### src/rtl/ddr3_mp_frontend_if.sv
// Bundle of client-side, downstream-command and return-path signals for the
// multi-port DDR3 front end. The front end itself uses the slave modport.
//
// Handshakes:
//   client request : cmd[p] is a one-cycle offer. It is taken at the edge when
//                    notfull[p]=1 and cmd[p] is SCR/SCW, otherwise it is dropped.
//   downstream     : out_valid/out_get. The entry transfers at the edge where
//                    out_valid=1 and out_get=1. out_get with out_valid=0 does nothing.
//   return put     : ret_put is a one-cycle offer. It is taken when the selected
//                    return FIFO has room or is read in the same cycle.
//   return read    : validout[p]/read[p]. The head pops at the edge where both are 1.
interface ddr3_mp_frontend_if #(
  parameter int NPORTS   = 2,
  parameter int DW       = 16,
  parameter int AW       = 26,
  parameter int DEPTH_P2 = 4
);
  localparam int PW  = (NPORTS > 1) ? $clog2(NPORTS) : 1;
  localparam int OCW = PW + 3 + AW + 5;

  logic [3*NPORTS-1:0]            cmd;
  logic [AW*NPORTS-1:0]           addr;
  logic [2*NPORTS-1:0]            sz;
  logic [3*NPORTS-1:0]            op;
  logic [DW*NPORTS-1:0]           din;
  logic [NPORTS-1:0]              notfull;
  logic [(DEPTH_P2+1)*NPORTS-1:0] fillcount;
  logic                           out_valid;
  logic [OCW-1:0]                 out_cmd;
  logic [DW-1:0]                  out_data;
  logic                           out_get;
  logic                           ret_put;
  logic [PW-1:0]                  ret_port;
  logic [AW-1:0]                  ret_addr;
  logic [DW-1:0]                  ret_data;
  logic [NPORTS-1:0]              ret_full;
  logic [NPORTS-1:0]              read;
  logic [NPORTS-1:0]              validout;
  logic [AW*NPORTS-1:0]           raddr;
  logic [DW*NPORTS-1:0]           dout;
  logic [NPORTS-1:0]              ovf;

  modport slave (
    input  cmd, addr, sz, op, din, out_get, ret_put, ret_port, ret_addr, ret_data, read,
    output notfull, fillcount, out_valid, out_cmd, out_data, ret_full, validout, raddr, dout, ovf
  );

  modport master (
    output cmd, addr, sz, op, din, out_get, ret_put, ret_port, ret_addr, ret_data, read,
    input  notfull, fillcount, out_valid, out_cmd, out_data, ret_full, validout, raddr, dout, ovf
  );
endinterface

### src/rtl/ddr3_mp_frontend.sv
// Multi-port DDR3 front end: per-port command/write-data FIFOs feeding a
// round-robin arbiter and a single downstream command register, plus
// per-port return FIFOs filled by the memory engine.
module ddr3_mp_frontend #(
  parameter int NPORTS   = 2,
  parameter int DW       = 16,
  parameter int AW       = 26,
  parameter int DEPTH_P2 = 4
) (
  input logic               clk,
  input logic               reset,
  ddr3_mp_frontend_if.slave bus
);
  localparam int DEPTH = 1 << DEPTH_P2;
  localparam int PW    = (NPORTS > 1) ? $clog2(NPORTS) : 1;
  localparam int CNTW  = DEPTH_P2 + 1;
  localparam int CW    = 3 + AW + 5;   // {cmd, addr, sz, op}
  localparam int RW    = AW + DW;      // {ret_addr, ret_data}
  localparam logic [2:0] SCR = 3'b001;
  localparam logic [2:0] SCW = 3'b010;

  logic [CW-1:0]       cmd_mem [NPORTS][DEPTH];
  logic [DW-1:0]       dat_mem [NPORTS][DEPTH];
  logic [RW-1:0]       ret_mem [NPORTS][DEPTH];
  logic [DEPTH_P2-1:0] c_wr [NPORTS];
  logic [DEPTH_P2-1:0] c_rd [NPORTS];
  logic [DEPTH_P2-1:0] d_wr [NPORTS];
  logic [DEPTH_P2-1:0] d_rd [NPORTS];
  logic [DEPTH_P2-1:0] r_wr [NPORTS];
  logic [DEPTH_P2-1:0] r_rd [NPORTS];
  logic [CNTW-1:0]     c_cnt [NPORTS];
  logic [CNTW-1:0]     d_cnt [NPORTS];
  logic [CNTW-1:0]     r_cnt [NPORTS];

  logic [NPORTS-1:0] acc_ok, c_push, c_pop, d_push, d_pop, r_push, r_pop, ovf_set, ovf_q;
  logic [PW-1:0]     last_grant, grant_p;
  logic              grant, can_load;
  logic              out_valid_q;
  logic [PW+CW-1:0]  out_cmd_q;
  logic [DW-1:0]     out_data_q;

  // Request accept: a port takes SCR/SCW only while both its FIFOs have room.
  always_comb begin
    logic [2:0] pc;
    pc     = 3'b000;
    acc_ok = '0;
    c_push = '0;
    d_push = '0;
    for (int p = 0; p < NPORTS; p++) begin
      pc        = bus.cmd[3*p +: 3];
      acc_ok[p] = (c_cnt[p] != CNTW'(DEPTH)) && (d_cnt[p] != CNTW'(DEPTH));
      c_push[p] = acc_ok[p] && ((pc == SCR) || (pc == SCW));
      d_push[p] = acc_ok[p] && (pc == SCW);
    end
  end

  // Round-robin arbiter: lowest offset from last_grant+1 with a queued command wins.
  always_comb begin
    int idx;
    idx      = 0;
    grant    = 1'b0;
    grant_p  = '0;
    c_pop    = '0;
    d_pop    = '0;
    can_load = !out_valid_q || bus.out_get;
    for (int i = NPORTS; i >= 1; i--) begin
      idx = (int'(last_grant) + i) % NPORTS;
      if (c_cnt[idx] != '0) begin
        grant   = 1'b1;
        grant_p = PW'(idx);
      end
    end
    if (can_load && grant) begin
      c_pop[grant_p] = 1'b1;
      d_pop[grant_p] = (cmd_mem[grant_p][c_rd[grant_p]][CW-1 -: 3] == SCW);
    end
  end

  // Return path: a read frees a slot first, so a put to a full FIFO lands if read.
  always_comb begin
    r_push  = '0;
    r_pop   = '0;
    ovf_set = '0;
    for (int p = 0; p < NPORTS; p++) begin
      r_pop[p] = bus.read[p] && (r_cnt[p] != '0);
      if (bus.ret_put && (bus.ret_port == PW'(p))) begin
        if ((r_cnt[p] != CNTW'(DEPTH)) || bus.read[p]) r_push[p] = 1'b1;
        else                                           ovf_set[p] = 1'b1;
      end
    end
  end

  // FIFO pointers and occupancy counters.
  always_ff @(posedge clk) begin
    for (int p = 0; p < NPORTS; p++) begin
      if (reset) begin
        c_wr[p]  <= '0;
        c_rd[p]  <= '0;
        d_wr[p]  <= '0;
        d_rd[p]  <= '0;
        r_wr[p]  <= '0;
        r_rd[p]  <= '0;
        c_cnt[p] <= '0;
        d_cnt[p] <= '0;
        r_cnt[p] <= '0;
      end else begin
        if (c_push[p]) c_wr[p] <= c_wr[p] + 1'b1;
        if (c_pop[p])  c_rd[p] <= c_rd[p] + 1'b1;
        if (d_push[p]) d_wr[p] <= d_wr[p] + 1'b1;
        if (d_pop[p])  d_rd[p] <= d_rd[p] + 1'b1;
        if (r_push[p]) r_wr[p] <= r_wr[p] + 1'b1;
        if (r_pop[p])  r_rd[p] <= r_rd[p] + 1'b1;
        c_cnt[p] <= c_cnt[p] + CNTW'(c_push[p]) - CNTW'(c_pop[p]);
        d_cnt[p] <= d_cnt[p] + CNTW'(d_push[p]) - CNTW'(d_pop[p]);
        r_cnt[p] <= r_cnt[p] + CNTW'(r_push[p]) - CNTW'(r_pop[p]);
      end
    end
  end

  // FIFO storage; contents need no reset because the counters gate visibility.
  always_ff @(posedge clk) begin
    for (int p = 0; p < NPORTS; p++) begin
      if (c_push[p]) cmd_mem[p][c_wr[p]] <= {bus.cmd[3*p +: 3], bus.addr[AW*p +: AW],
                                             bus.sz[2*p +: 2], bus.op[3*p +: 3]};
      if (d_push[p]) dat_mem[p][d_wr[p]] <= bus.din[DW*p +: DW];
      if (r_push[p]) ret_mem[p][r_wr[p]] <= {bus.ret_addr, bus.ret_data};
    end
  end

  // Downstream command register, grant history and sticky overflow flags.
  always_ff @(posedge clk) begin
    if (reset) begin
      out_valid_q <= 1'b0;
      out_cmd_q   <= '0;
      out_data_q  <= '0;
      last_grant  <= PW'(NPORTS - 1);
      ovf_q       <= '0;
    end else begin
      ovf_q <= ovf_q | ovf_set;
      if (can_load) begin
        out_valid_q <= grant;
        if (grant) begin
          out_cmd_q  <= {grant_p, cmd_mem[grant_p][c_rd[grant_p]]};
          out_data_q <= d_pop[grant_p] ? dat_mem[grant_p][d_rd[grant_p]] : '0;
          last_grant <= grant_p;
        end
      end
    end
  end

  // Drive the bus outputs from internal state.
  always_comb begin
    bus.notfull   = acc_ok;
    bus.fillcount = '0;
    bus.ret_full  = '0;
    bus.validout  = '0;
    bus.raddr     = '0;
    bus.dout      = '0;
    for (int p = 0; p < NPORTS; p++) begin
      bus.fillcount[CNTW*p +: CNTW] = c_cnt[p];
      bus.ret_full[p]               = (r_cnt[p] == CNTW'(DEPTH));
      bus.validout[p]               = (r_cnt[p] != '0);
      bus.raddr[AW*p +: AW]         = ret_mem[p][r_rd[p]][RW-1 -: AW];
      bus.dout[DW*p +: DW]          = ret_mem[p][r_rd[p]][DW-1:0];
    end
  end

  assign bus.out_valid = out_valid_q;
  assign bus.out_cmd   = out_cmd_q;
  assign bus.out_data  = out_data_q;
  assign bus.ovf       = ovf_q;
endmodule

### src/flat_wrapper.sv
// flat-port wrapper written by rule: the top's interface ports become plain ports
module ddr3_mp_frontend_flat 
#(
  parameter int NPORTS   = 2,
  parameter int DW       = 16,
  parameter int AW       = 26,
  parameter int DEPTH_P2 = 4
)
  (clk, reset, bus_cmd, bus_addr, bus_sz, bus_op, bus_din, bus_out_get, bus_ret_put, bus_ret_port, bus_ret_addr, bus_ret_data, bus_read, bus_notfull, bus_fillcount, bus_out_valid, bus_out_cmd, bus_out_data, bus_ret_full, bus_validout, bus_raddr, bus_dout, bus_ovf);
  ddr3_mp_frontend_if #(.NPORTS(NPORTS), .DW(DW), .AW(AW), .DEPTH_P2(DEPTH_P2)) bus_i ();
  input logic clk;
  input logic reset;
  input wire logic [$bits(bus_i.cmd)-1:0] bus_cmd;
  input wire logic [$bits(bus_i.addr)-1:0] bus_addr;
  input wire logic [$bits(bus_i.sz)-1:0] bus_sz;
  input wire logic [$bits(bus_i.op)-1:0] bus_op;
  input wire logic [$bits(bus_i.din)-1:0] bus_din;
  input wire logic [$bits(bus_i.out_get)-1:0] bus_out_get;
  input wire logic [$bits(bus_i.ret_put)-1:0] bus_ret_put;
  input wire logic [$bits(bus_i.ret_port)-1:0] bus_ret_port;
  input wire logic [$bits(bus_i.ret_addr)-1:0] bus_ret_addr;
  input wire logic [$bits(bus_i.ret_data)-1:0] bus_ret_data;
  input wire logic [$bits(bus_i.read)-1:0] bus_read;
  output wire logic [$bits(bus_i.notfull)-1:0] bus_notfull;
  output wire logic [$bits(bus_i.fillcount)-1:0] bus_fillcount;
  output wire logic [$bits(bus_i.out_valid)-1:0] bus_out_valid;
  output wire logic [$bits(bus_i.out_cmd)-1:0] bus_out_cmd;
  output wire logic [$bits(bus_i.out_data)-1:0] bus_out_data;
  output wire logic [$bits(bus_i.ret_full)-1:0] bus_ret_full;
  output wire logic [$bits(bus_i.validout)-1:0] bus_validout;
  output wire logic [$bits(bus_i.raddr)-1:0] bus_raddr;
  output wire logic [$bits(bus_i.dout)-1:0] bus_dout;
  output wire logic [$bits(bus_i.ovf)-1:0] bus_ovf;
  assign bus_i.cmd = bus_cmd;
  assign bus_i.addr = bus_addr;
  assign bus_i.sz = bus_sz;
  assign bus_i.op = bus_op;
  assign bus_i.din = bus_din;
  assign bus_i.out_get = bus_out_get;
  assign bus_i.ret_put = bus_ret_put;
  assign bus_i.ret_port = bus_ret_port;
  assign bus_i.ret_addr = bus_ret_addr;
  assign bus_i.ret_data = bus_ret_data;
  assign bus_i.read = bus_read;
  assign bus_notfull = bus_i.notfull;
  assign bus_fillcount = bus_i.fillcount;
  assign bus_out_valid = bus_i.out_valid;
  assign bus_out_cmd = bus_i.out_cmd;
  assign bus_out_data = bus_i.out_data;
  assign bus_ret_full = bus_i.ret_full;
  assign bus_validout = bus_i.validout;
  assign bus_raddr = bus_i.raddr;
  assign bus_dout = bus_i.dout;
  assign bus_ovf = bus_i.ovf;
  ddr3_mp_frontend #(.NPORTS(NPORTS), .DW(DW), .AW(AW), .DEPTH_P2(DEPTH_P2)) u_core (.clk(clk), .reset(reset), .bus(bus_i));
endmodule
### config.mk
export PLATFORM = sky130hd
export DESIGN_NAME = ddr3_mp_frontend_flat
export DESIGN_NICKNAME = d
export VERILOG_FILES = /design/src/rtl/ddr3_mp_frontend_if.sv /design/src/rtl/ddr3_mp_frontend.sv /design/src/flat_wrapper.sv
export SDC_FILE = /design/constraint.sdc
export NUM_CORES = 2
export LEC_CHECK = 0
export BUFFER_PORTS_ARGS = -buffer_cell sky130_fd_sc_hd__buf_2
export CAP_MARGIN = 25
export CELL_PAD_IN_SITES_DETAIL_PLACEMENT = 2
export CELL_PAD_IN_SITES_GLOBAL_PLACEMENT = 2
export CORE_UTILIZATION = 40
export CTS_CLUSTER_DIAMETER = 40
export DETAILED_ROUTE_END_ITERATION = 8
export PLACE_DENSITY_LB_ADDON = 0.2
export SLEW_MARGIN = 10
export SYNTH_ARGS = -nofsm -noshare
export SYNTH_HDL_FRONTEND = slang
export SYNTH_SLANG_ARGS = --single-unit
### constraint.sdc
create_clock -name clk -period 7.7 [get_ports clk]
set_input_delay 0 -clock clk [delete_from_list [all_inputs] [get_ports clk]]
set_output_delay 0 -clock clk [all_outputs]
set_load 0.03 [all_outputs]
==> impl_results.md <==
- Max Clock Skew: ~93 ps
- Number of buffers added on ports: slightly above 300
- TritonCTS buffer count: around 460
- Synthesized area: around 120,000 um^2
- Switching pwr: around 17 mW
- Async S/R FF share, synth: 0%
- Number of synthesized flops with an enable pin: 2,992
- Grt ovf: 0
- Required time of the critical path: approximately 8600 ps
- Setup Viol. Count Final: 0
- DRT antenna net count: 0
- Placed Area: about 130,000 um^2
- Pwr per Cell Area: 376 nW/um^2
- Synthesized net count: 5,909
- Least-Margin Pin Slew: around 1100 ps
- RSZ-0062 raised after global routing: no
- Yosys top cell area share: 75.7%
- Fill cells: around 26,000
- Combinational power share: between 20 and 25%
- Peak supply drop: ~290 uV
- Crit Path Category: register to register
- DIE AREA: 299,000 um^2
- Vias in the first global route: slightly above 70,000
- Crit-path max FO: between 50 and 60
- Htree depth: 5
- Final Hold Viols: 0
- Clk buf depth: 4
- Worst setup EP type: register
- Area of the core: 295,000 um^2
- Pint: 37.6 mW
- Flop pwr share: 35.5%
- Fin util: 49.1%
- Clock transition at the registers of the reported paths: 60 ps
- Sw Ratio: between 30% and 40%
- Setup TNS: 0 ps
- Drt initial violations: approximately 5,600
- Clock group share of total power: 41.5%
- GRT Total Usage: about 26%
- Post-DP HPWL: between 200,000 and 250,000 um
- Wire length per cell: ~36 um
- Max-cap viol count: 0
- Pre-Repair DR Iteration Count: 5
- Fin crit period: ~5000 ps
- Distinct cells, synth: between 70 and 80
- Relative slew margins: between 20% and 30%
- Synthesized area per cell: ~21 um^2
- Fin crit share: about two thirds
- Yosys top cell by area: edfxtp_1
- Share of cells above drive strength 1: a little under a third
- CP startpoint kind: register
- Row Count: 199
- CTS tree: done
- Die H: roughly 550 um
- Pleak: 46.9 nW
- Root buf cell: clkbuf_16
- Area delta synth->final: 22.0%
- Fin. max-slew vios: 0
- Vias: around 64,000
- Initial antenna violation count: 40
- Ys flop type: edfxtp_1
- Largest net degree at the start of global routing: approximately 150
- Vias per cell: just under 6
- Finished Cell Area: ~140,000 um^2
- Fmax: just under 0.2 GHz
- First-pass GRT wire length: 548,000 um
- Final cell count without fillers: between 10,000 and 15,000
- # clock sinks: 3,078
- Final WL: between 300,000 and 400,000 um
- Placed Instances: between 9,000 and 10,000
- Status: complete, no violations
- Seq/Total Area, Yosys: 77.2%
- Worst-Skew Late Latency: between 900 and 1000 ps
- Initial core utilization: around two fifths
- Residual DRC: 0
- Ports: around 300
- Final Wtd Congestion: between 0.7 and 0.8
- Yosys reg bits: 3,078
- Tot Pwr: about 54 mW
- Ys Warns: 0
- Area contributors post-synth: edfxtp_1, mux4_2, dfxtp_1
- # nets final: a little under 7,000
- Mapped Cells: ~5,700
- Die width: 547 um
- Critical Path AT: about 6000 ps
- Min-Delay Path Class: input port to register
==> power groups by stage <==
stage | combinational (mW) | clock [mW] | sequential, mW
after floorplan | 7.85 | 0 | 19.6
after global placement | 12.0 | 0 | 19.6
after detailed placement | 12.4 | 0 | 19.6
after CTS | 12.6 | 22.9 | 19.3
after global routing | 13.2 | 23.5 | 19.3
final | 12.5 | 22.6 | 19.3
==> path summary, 6_finish.rpt <==
| path | from | cells past startpoint | end | slack [ps] |
|---|---|---|---|---|
| worst max register to register | u_core.c_cnt[0][4]$_SDFF_PP0_ | 17 | u_core.d_cnt[1][4]$_SDFF_PP0_ | 2660 |
| worst min register to register | u_core.bus.out_cmd[34]$_SDFFE_PP0P_ | 2 | u_core.bus.out_cmd[34]$_SDFFE_PP0P_ | 490 |
| worst max-delay path | u_core.c_cnt[0][4]$_SDFF_PP0_ | 17 | u_core.d_cnt[1][4]$_SDFF_PP0_ | 2660 |
| worst min-delay path | bus_din[28] | 2 | u_core.dat_mem[1][156]$_DFFE_PP_ | 40 |
==> critical path, cell delays in order (launching register included) <==
cell	delay, ps
dfxtp_1	390
or4b_4	610
o21ai_4	130
buf_4	550
nand2_8	510
o21ai_0	300
a21oi_2	130
o211ai_1	230
buf_4	230
nor3_1	80
ha_1	330
inv_1	40
ha_1	220
fa_1	450
a21oi_1	200
nor2_1	70
or3_1	340
a21oi_1	150
==> layout make-up <==
class                   count  area [um^2]  area share (%)
repair buffers            693         5300            3.66
clock buffers             506        11900            8.23
inverters                  82          308           0.213
diodes                     13         32.5          0.0225
flip-flops and latches   3078        91600            63.3
clock inverters           366         4690            3.24
well taps                3919         4900            3.39
multi-input cells        2209        26100            18.0
==> repair_timing <==
action                                 4_1_cts  5_1_grt
resized for setup                            0        0
setup buffers                                0        0
endpoints found under the hold margin     3041        0
hold buffers                               222        0
==> cell usage after synthesis (58+ instances only) <==
library cell	number
edfxtp_1	2992
mux4_2	678
nand2_1	278
clkbuf_1	188
nand3_1	147
nor2_1	144
mux2i_1	114
o21ai_0	90
dfxtp_1	86
inv_1	80
ha_1	66
buf_1	63
buf_2	63
o22ai_1	58
==> cells in the final DEF (no fill, tap or decap), types with 55 or more instances in the layout <==
master / netlist / routed
mux2i_1: 114 / 114
clkinv_1: 2 / 55
nand2_1: 278 / 275
edfxtp_1: 2992 / 2992
nand3_1: 147 / 146
inv_1: 80 / 79
o21ai_0: 90 / 89
dlygate4sd3_1: 0 / 222
bufinv_16: 0 / 84
ha_1: 66 / 66
buf_4: 4 / 142
clkbuf_16: 0 / 468
buf_2: 63 / 302
dfxtp_1: 86 / 86
clkinv_2: 0 / 68
mux4_2: 678 / 678
nor2_1: 144 / 105
o22ai_1: 58 / 58
==> sequential cells by signal (all words and copies together) (netlist names), named ones only <==
signal                cells
u_core.ret_mem         1344
u_core.cmd_mem         1088
u_core.dat_mem          512
u_core.bus.out_cmd       35
u_core.bus.out_data      16
u_core.c_cnt             10
u_core.d_cnt             10
u_core.r_cnt             10
u_core.c_rd               8
u_core.c_wr               8
u_core.d_rd               8
u_core.d_wr               8
u_core.r_rd               8
u_core.r_wr               8
u_core.bus.ovf            2
u_core.bus.out_valid      1
u_core.last_grant         1
==> through the flow <==
| step | hold slack (ps) | worst slack (ps) |
|---|---|---|
| after global placement | 287 | 2320 |
| final | 41.4 | 2660 |
| after global routing | 30.0 | 2400 |
| after floorplan | 98.9 | 2180 |
| after detailed placement | 303 | 2250 |
| after CTS | 0.183 | 2230 |
==> layer usage <==
| layer | vias up | GRT usage, % | part of all wire (%) |
|---|---|---|---|
| li1 | 25500 | - | - |
| met1 | 35300 | 32.8 | 40 |
| met2 | 2315 | 46.0 | 52 |
| met3 | 639 | 3.61 | 5.1 |
| met4 | 26 | 7.89 | 3.1 |
| met5 | - | 0 | 0.047 |
==> cells by family (layout without fill, tap and decap cells) <==
| logic type | Yosys count | after routing | share of synthesized area [%] |
|---|---|---|---|
| flops | 3078 | 3078 | 77.2 |
| mux | 838 | 838 | 14.3 |
| simple gates | 753 | 753 | 2.97 |
| compound gates | 502 | 502 | 3.10 |
| buf+inv | 401 | 1647 | 1.35 |
| fa+ha+maj | 72 | 72 | 0.797 |
| xor+xnor | 44 | 44 | 0.325 |
| other cells | 0 | 13 | 0 |
Note: power is estimated with default switching activity, not from simulation.
